==> src/rtl/retire_tracker.sv <==
`timescale 1ns/1ps
// retire_tracker: tags every non-bubble write-back retirement with a 64-bit
// order number, buffers the records in a DEPTH-entry FIFO for a valid/ready
// consumer, and checks program-order PC continuity with sticky error flags.
//
// Ports
//   clk, rst                      clock, asynchronous active-high reset
//   wb_valid_i                    a non-bubble instruction retires this cycle
//   wb_pc_i, wb_insn_i            retiring PC and instruction word
//   wb_rd_we_i, wb_rd_i           rd write enable and destination register
//   wb_rd_data_i                  write-back data
//   flush_i                       redirect; next retirement's PC is unchecked
//   rt_valid_o / rt_ready_i       head-of-FIFO handshake
//   rt_order_o, rt_pc_o, rt_insn_o, rt_rd_o, rt_rd_we_o, rt_rd_data_o
//                                 head record fields
//   rt_count_o                    FIFO occupancy
//   pc_err_o                      sticky PC-continuity violation
//   ovf_err_o                     sticky dropped-record flag
module retire_tracker #(
  parameter int unsigned DEPTH   = 8,
  parameter logic [31:0] PC_INIT = 32'h200
) (
  input  logic                     clk,
  input  logic                     rst,
  input  logic                     wb_valid_i,
  input  logic [31:0]              wb_pc_i,
  input  logic [31:0]              wb_insn_i,
  input  logic                     wb_rd_we_i,
  input  logic [4:0]               wb_rd_i,
  input  logic [31:0]              wb_rd_data_i,
  input  logic                     flush_i,
  output logic                     rt_valid_o,
  input  logic                     rt_ready_i,
  output logic [63:0]              rt_order_o,
  output logic [31:0]              rt_pc_o,
  output logic [31:0]              rt_insn_o,
  output logic [31:0]              rt_rd_data_o,
  output logic [4:0]               rt_rd_o,
  output logic                     rt_rd_we_o,
  output logic [$clog2(DEPTH):0]   rt_count_o,
  output logic                     pc_err_o,
  output logic                     ovf_err_o
);

  localparam int unsigned AW = $clog2(DEPTH);
  localparam int unsigned CW = AW + 1;

  typedef enum logic [1:0] {
    MODE_SEQ  = 2'd0,
    MODE_JAL  = 2'd1,
    MODE_BR   = 2'd2,
    MODE_NONE = 2'd3
  } mode_e;

  typedef struct packed {
    logic [63:0] order;
    logic [31:0] pc;
    logic [31:0] insn;
    logic [4:0]  rd;
    logic        rd_we;
    logic [31:0] rd_data;
  } rec_t;

  // FIFO storage and bookkeeping
  rec_t          r_mem [DEPTH];
  logic [AW-1:0] r_wr_ptr;
  logic [AW-1:0] r_rd_ptr;
  logic [CW-1:0] r_count;
  logic [63:0]   r_order;
  logic          r_pc_err;
  logic          r_ovf_err;

  // Expected-PC tracker state
  mode_e         r_mode;
  logic [31:0]   r_tgt_a;
  logic [31:0]   r_tgt_b;

  mode_e         w_mode_nxt;
  logic [31:0]   w_tgt_a_nxt;
  logic [31:0]   w_tgt_b_nxt;
  logic          w_pc_bad;

  logic          w_full;
  logic          w_pop;
  logic          w_push;
  logic          w_drop;
  logic          w_rd_we;
  rec_t          w_rec;
  logic [31:0]   w_imm_j;
  logic [31:0]   w_imm_b;

  assign w_full = (r_count == CW'(DEPTH));
  assign w_pop  = (r_count != '0) && rt_ready_i;
  // A full FIFO still accepts a push when the head leaves in the same cycle.
  assign w_push = wb_valid_i && (!w_full || w_pop);
  assign w_drop = wb_valid_i && !w_push;

  // rd is suppressed for x0 so consumers never see a write to the zero register.
  assign w_rd_we = wb_rd_we_i && (wb_rd_i != 5'd0);

  always_comb begin
    w_rec.order   = r_order;
    w_rec.pc      = wb_pc_i;
    w_rec.insn    = wb_insn_i;
    w_rec.rd      = w_rd_we ? wb_rd_i : 5'd0;
    w_rec.rd_we   = w_rd_we;
    w_rec.rd_data = wb_rd_data_i;
  end

  assign w_imm_j = {{12{wb_insn_i[31]}}, wb_insn_i[19:12], wb_insn_i[20],
                    wb_insn_i[30:21], 1'b0};
  assign w_imm_b = {{20{wb_insn_i[31]}}, wb_insn_i[7], wb_insn_i[30:25],
                    wb_insn_i[11:8], 1'b0};

  // FIFO, order counter and sticky flags
  always_ff @(posedge clk or posedge rst) begin
    if (rst) begin
      for (int i = 0; i < int'(DEPTH); i++) begin
        r_mem[i] <= '0;
      end
      r_wr_ptr  <= '0;
      r_rd_ptr  <= '0;
      r_count   <= '0;
      r_order   <= '0;
      r_pc_err  <= 1'b0;
      r_ovf_err <= 1'b0;
    end else begin
      if (w_push) begin
        r_mem[r_wr_ptr] <= w_rec;
        r_wr_ptr        <= r_wr_ptr + AW'(1);
      end
      if (w_pop) begin
        r_rd_ptr <= r_rd_ptr + AW'(1);
      end
      if (w_push && !w_pop) begin
        r_count <= r_count + CW'(1);
      end else if (w_pop && !w_push) begin
        r_count <= r_count - CW'(1);
      end
      // Dropped retirements still consume an order number.
      if (wb_valid_i) begin
        r_order <= r_order + 64'd1;
      end
      if (w_pc_bad) begin
        r_pc_err <= 1'b1;
      end
      if (w_drop) begin
        r_ovf_err <= 1'b1;
      end
    end
  end

  // Expected-PC state register
  always_ff @(posedge clk or posedge rst) begin
    if (rst) begin
      r_mode  <= MODE_SEQ;
      r_tgt_a <= PC_INIT;
      r_tgt_b <= PC_INIT;
    end else begin
      r_mode  <= w_mode_nxt;
      r_tgt_a <= w_tgt_a_nxt;
      r_tgt_b <= w_tgt_b_nxt;
    end
  end

  // Check the retiring PC against the stored mode, then derive the next expectation
  always_comb begin
    w_mode_nxt  = r_mode;
    w_tgt_a_nxt = r_tgt_a;
    w_tgt_b_nxt = r_tgt_b;
    w_pc_bad    = 1'b0;
    if (wb_valid_i) begin
      unique case (r_mode)
        MODE_SEQ, MODE_JAL: w_pc_bad = (wb_pc_i != r_tgt_a);
        MODE_BR:            w_pc_bad = (wb_pc_i != r_tgt_a) && (wb_pc_i != r_tgt_b);
        default:            w_pc_bad = 1'b0;
      endcase
      w_tgt_a_nxt = wb_pc_i + 32'd4;
      w_tgt_b_nxt = wb_pc_i + w_imm_b;
      case (wb_insn_i[6:2])
        5'b11011: begin
          w_mode_nxt  = MODE_JAL;
          w_tgt_a_nxt = wb_pc_i + w_imm_j;
        end
        5'b11000: w_mode_nxt = MODE_BR;
        5'b11001: w_mode_nxt = MODE_NONE;
        default:  w_mode_nxt = MODE_SEQ;
      endcase
    end
    // A flush alongside a retirement affects only the following retirement.
    if (flush_i) begin
      w_mode_nxt = MODE_NONE;
    end
  end

  assign rt_valid_o   = (r_count != '0);
  assign rt_order_o   = r_mem[r_rd_ptr].order;
  assign rt_pc_o      = r_mem[r_rd_ptr].pc;
  assign rt_insn_o    = r_mem[r_rd_ptr].insn;
  assign rt_rd_o      = r_mem[r_rd_ptr].rd;
  assign rt_rd_we_o   = r_mem[r_rd_ptr].rd_we;
  assign rt_rd_data_o = r_mem[r_rd_ptr].rd_data;
  assign rt_count_o   = r_count;
  assign pc_err_o     = r_pc_err;
  assign ovf_err_o    = r_ovf_err;

endmodule

==> config.mk <==
export PLATFORM = sky130hd
export DESIGN_NAME = retire_tracker
export DESIGN_NICKNAME = d
export VERILOG_FILES = /design/src/rtl/retire_tracker.sv
export SDC_FILE = /design/constraint.sdc
export NUM_CORES = 2
export LEC_CHECK = 0
export ABC_AREA = 1
export CAP_MARGIN = 20
export CORE_MARGIN = 8
export CORE_UTILIZATION = 45
export CTS_CLUSTER_DIAMETER = 120
export DETAILED_ROUTE_END_ITERATION = 16
export GPL_TIMING_DRIVEN = 0
export PLACE_DENSITY = 0.58
export RECOVER_POWER = 100
export SLEW_MARGIN = 20
export SYNTH_ARGS = -nofsm -noshare
export SYNTH_HDL_FRONTEND = slang
export SYNTH_SLANG_ARGS = --single-unit
==> constraint.sdc <==
create_clock -name clk -period 59.4 [get_ports clk]
set_clock_uncertainty 0.2 [all_clocks]
set_input_delay 11.88 -clock clk [delete_from_list [all_inputs] [get_ports clk]]
set_output_delay 11.88 -clock clk [all_outputs]
set_load 0.1 [all_outputs]
# Word level (Yosys, flattened, before mapping)
# Index checks and enable logic that the tools add are counted.
# totals
ff_bits	1470
input_bits	107
output_inout_bits	173
wordCells	111
# classes
add_sub_neg	8
n_lt_le_gt_ge	3
n_eq_ne	8
muxes	15
n_bitwise	2
reduce_logical	18
# op_table
op	n
$bwmux 1328	1
$bmux 166 s3	1
$demux 166 s3	1
$mux 166	3
$add 32x32->32	2
$add 64x1->64 const B	1
$ne 32x32->1	2
$add 32x3->32 const B	1
$mux 32	1
$eq 5x5->1 const B	3
$ge 4x4->1 const B	2
$logic_and 1x1->1	8
$mux 4	2
$not 3->4	2
$add 3x1->3 const B	2
$pmux 2 s3	1
$mux 5	1
$reduce_bool 5->1	1
$add 4x1->4 const B	1
$eq 4x4->1 const B	1
$lt 4x1->1 const B	1
$mux 2	2
$reduce_bool 2->1	2
$reduce_bool 4->1	1
9 further kinds	11

# Depth between registers and ports, before layout
# logic_depth
word_depth	8
depth_mapped	15
mapped_depth_nobuf	15

# Least setup slack after synthesis
# OpenSTA, ideal clock, no wires.
# synth_timing
path_kind	register to output
startpoint	reg r_rd_ptr[0]
endpoint	out rt_insn_o[25]
arrival_ns	3.074
required_time_ns	47.320
slack_ns	44.246
stages_incl_launch_ff	8
cell_sequence	dfrtp_1 buf_2 buf_2 buf_2 clkbuf_1 clkbuf_1 o21ai_0 a31oi_1
# synth_via
elab_chain_len	4
# synth_rtl
item	line	source
from (decl)	67	logic [AW-1:0] r_rd_ptr;
from (signal assigned)	133	r_rd_ptr <= r_rd_ptr + AW'(1);
$not 3->4 (not written as such)	199	assign rt_insn_o = r_mem[r_rd_ptr].insn;
$bmux 166 s3	199	
$mux 166 (2 in series)	--	
to (decl)	36	output logic [31:0] rt_insn_o,
# No other way between the ends. The select of a mux whose other input is x is not followed.

==> reports/metrics.yaml <==
yosys:
  syn_nets: 9060
  yosysMostFrequentCell: "nand2_1"
  synth_edf_count: 0
  ys_ff_latch: 1469
  syn_area_per_cell_um2: 8.028
  syn_inst: 8900
  synthArstFlopShare_pct: 100.0
  synth_area_leaders: "dfrtp_1, o21ai_0, nand2_1"
  synth_area_um2: 71450
  synth_warnings: 0
  ys_types: 51
  synth_top_area_cell: "dfrtp_1"
  ys_top_cells_by_count: "nand2_1, o21ai_0, dfrtp_1, inv_1, nor2_1"
  synth_top_cell_area_share_pct: 51.38
  ys_seq_area_share_pct: 51.45
  synthFlopType: "dfrtp_1"
timing:
  slew_viol_final: 1657
  min_period_ps: 33480
  worstMarginPinSlew_ps: 5393
  hold_viol: 0
  tns_ps: 0
  period_share_pct: 56.36
  fmax_mhz: 29.87
  rsz0062_at_grt: "false"
  setup_viol: 0
  slew_headroom_pct: -259.5
finish:
  syn2layout_area_growth_pct: 14.18
  finish.utilization_pct: 51.63
  final_cells: 11582
  final.fill_count: 15455
  fin_area_um2: 81580
  nets: 9527
  drive_gt1_share_pct: 4.308
floorplan:
  coreArea_um2: 158000
  rows: 146
  die_h_um: 414.5
  die_area_um2: 171800
  start_util_pct: 45.22
  die_w_um: 414.5
  io_pins: 280
critical_path:
  cpPeakStageDelay_ps: 4000
  critical_path_required_ps: 58830
  crit_arrival_ps: 32910
  path_buf_inv: 7
  start_kind: "input pin"
  crit_family: "buffers and inverters"
  crit_top_cell: "clkbuf_1"
  path_class: "in2async"
  endpoint_kind: "async pin"
  crit_fanout: 101
  crit_chain: "dlygate4sd3_1 -> clkinvlp_2 -> clkbuf_1 -> clkbuf_1 -> clkbuf_1 -> clkbuf_1 -> clkbuf_1"
  cp_slowest_cell: "clkbuf_1"
clock_tree:
  clockBufferDepth: 3
  post_cts_resize_count: 0
  clk_pin_slew_ps: 60
  clock_latency_ps: 820
  cts_tree: "done"
  root_buffer: "clkbuf_16"
  cts.sinks: 1469
  post_cts_buffers: 0
  cts_max_level: 4
  numCtsBuffers: 164
  postCtsHoldBufs: 0
power_and_ir_drop:
  power_mw: 5.374
  ir_drop_v: 0.00008925
  p_per_area_nw_per_um2: 65.88
  leakagePower_nw: 37.34
global_routing:
  grt_pass1_vias: 62929
  grt_max_degree: 105
  gr-total-overflow: 0
  grt_pass1_wl_um: 401100
  antenna_found_initial: 13
  grt.total_usage_pct: 30.10
routing:
  drc_errors: 0
  wl_per_cell_um: 23.03
  vias: 65132
  wl_um: 266700
  post_drt_via_cell_ratio: 5.624
  drtPass1Iterations: 6
  drt-initial-drc-count: 7202
  detail-route-antenna-nets: 0
placed_design:
  dp.cells: 11273
  routabilityCongestion: 0.9447
  dp_hpwl_um: 198900
  numPortBuffers: 278
  post_dp_cell_area_um2: 77450
status:
  outcome: "finished, violations left"
  violations: "max-capacitance violations, max-slew violations"
worst_hold_path:
  hold_path_class: "reg2reg"
job:
  cap_violations: 31
placed cells by master (no fill, tap or decap), drive strengths merged, types with 3 or more instances in the layout:
master / Yosys / routed
o21bai: 4 / 4
nor4: 6 / 6
dlygate4sd3: 0 / 180
nor2: 422 / 422
a21o: 4 / 4
nand3: 155 / 155
inv: 846 / 850
xnor2: 54 / 54
clkdlybuf4s50: 0 / 98
fa: 3 / 3
o22ai: 8 / 8
clkinv: 3 / 35
o211ai: 159 / 159
diode: 0 / 15
nand2: 2269 / 2269
a31oi: 174 / 174
nand4: 45 / 45
o21ai: 2047 / 2047
a21oi: 403 / 403
dfrtp: 1467 / 1467
xor2: 83 / 83
clkinvlp: 0 / 3
or2: 4 / 4
nor3: 59 / 59
buf: 268 / 147
nand3b: 5 / 5
ha: 50 / 50
clkbuf: 351 / 748
routing by layer:
layer | vias to the layer above | track usage [%] | part of all wire (%) | wire, um
li1 | 30080 | - | - | -
met1 | 31960 | 42.39 | 44 | 116800
met5 | - | 0 | 0.034 | 92
met3 | 509 | 4.863 | 7.3 | 19450
met2 | 2569 | 46.08 | 44 | 117800
met4 | 14 | 13.07 | 4.7 | 12570
area by class of cell:
cell class	count	area [um2]	area share [%]
flip-flops and latches	1469	36760	45.06
multi-input cells	5963	28230	34.61
clock buffers	253	4840	5.932
inverters	849	3189	3.909
repair buffers	301	2997	3.673
well taps	2072	2592	3.178
plain buffers	619	2511	3.078
clock inverters	41	417.9	0.5123
diodes	15	37.54	0.04601
metrics by stage:
| stage | setup WS (ps) | hold WS [ps] |
|---|---|---|
| after floorplan | 5890 | 236.6 |
| final | 25920 | 267.7 |
| after global placement | -12080 | 249.6 |
| after global routing | 21670 | 283.6 |
| after CTS | 41610 | 268.7 |
| after detailed placement | 42520 | 253.3 |
worst reg2reg max path: stages (launching register included):
cell	delay, ps
dfrtp_1	490
nor2_4	70
nand3_4	100
nand2_1	230
nand4_1	290
nand2_1	180
clkinvlp_2	350
nand2_1	190
nor2_1	290
clkbuf_1	1420
clkbuf_1	1520
clkbuf_1	650
nand2_1	100
o21ai_0	110
cell families after synthesis:
family / share of synthesized area, %
flip-flops: 51.45
adder cells (fa/ha/maj): 0.9596
AO/OA/AOI/OAI: 20.82
AND/OR/NAND/NOR: 16.48
buffers and inverters: 8.589
XOR/XNOR: 1.679
multiplexers: 0.01576
path summary, 6_finish.rpt:
kind | cells past startpoint | to | slack (ps) | from
min in group asynchronous | 2 | r_mem[1131]$_DFFE_PP0P_ | 12450 | rst
setup / recovery | 7 | r_mem[888]$_DFFE_PP0P_ | 25920 | rst
hold / removal | 2 | r_mem[863]$_DFFE_PP0P_ | 270 | r_mem[863]$_DFFE_PP0P_
hold reg to reg | 2 | r_mem[863]$_DFFE_PP0P_ | 270 | r_mem[863]$_DFFE_PP0P_
max in group clk | 8 | rt_pc_o[17] | 41630 | r_rd_ptr[0]$_DFFE_PP0P_
setup reg to reg | 13 | r_mem[1059]$_DFFE_PP0P_ | 53130 | rt_count_o[0]$_DFFE_PP0P_
power breakdown:
part           internal [mW]  leakage [nW]  switching (mW)
Sequential              1.41          18.3           0.181
Combinational          0.636          16.5            2.15
Clock                  0.572          2.59           0.432
state kept, by name, summed over array words and instances, names as in the netlist:
| name | flops |
|---|---|
| r_mem | 1328 |
| ovf_err_o | 1 |
| r_order | 64 |
| r_tgt_b | 31 |
| rt_count_o | 4 |
| r_tgt_a | 32 |
| pc_err_o | 1 |
| r_rd_ptr | 3 |
| r_wr_ptr | 3 |
| r_mode | 2 |
(Power assumes the default switching activity.)
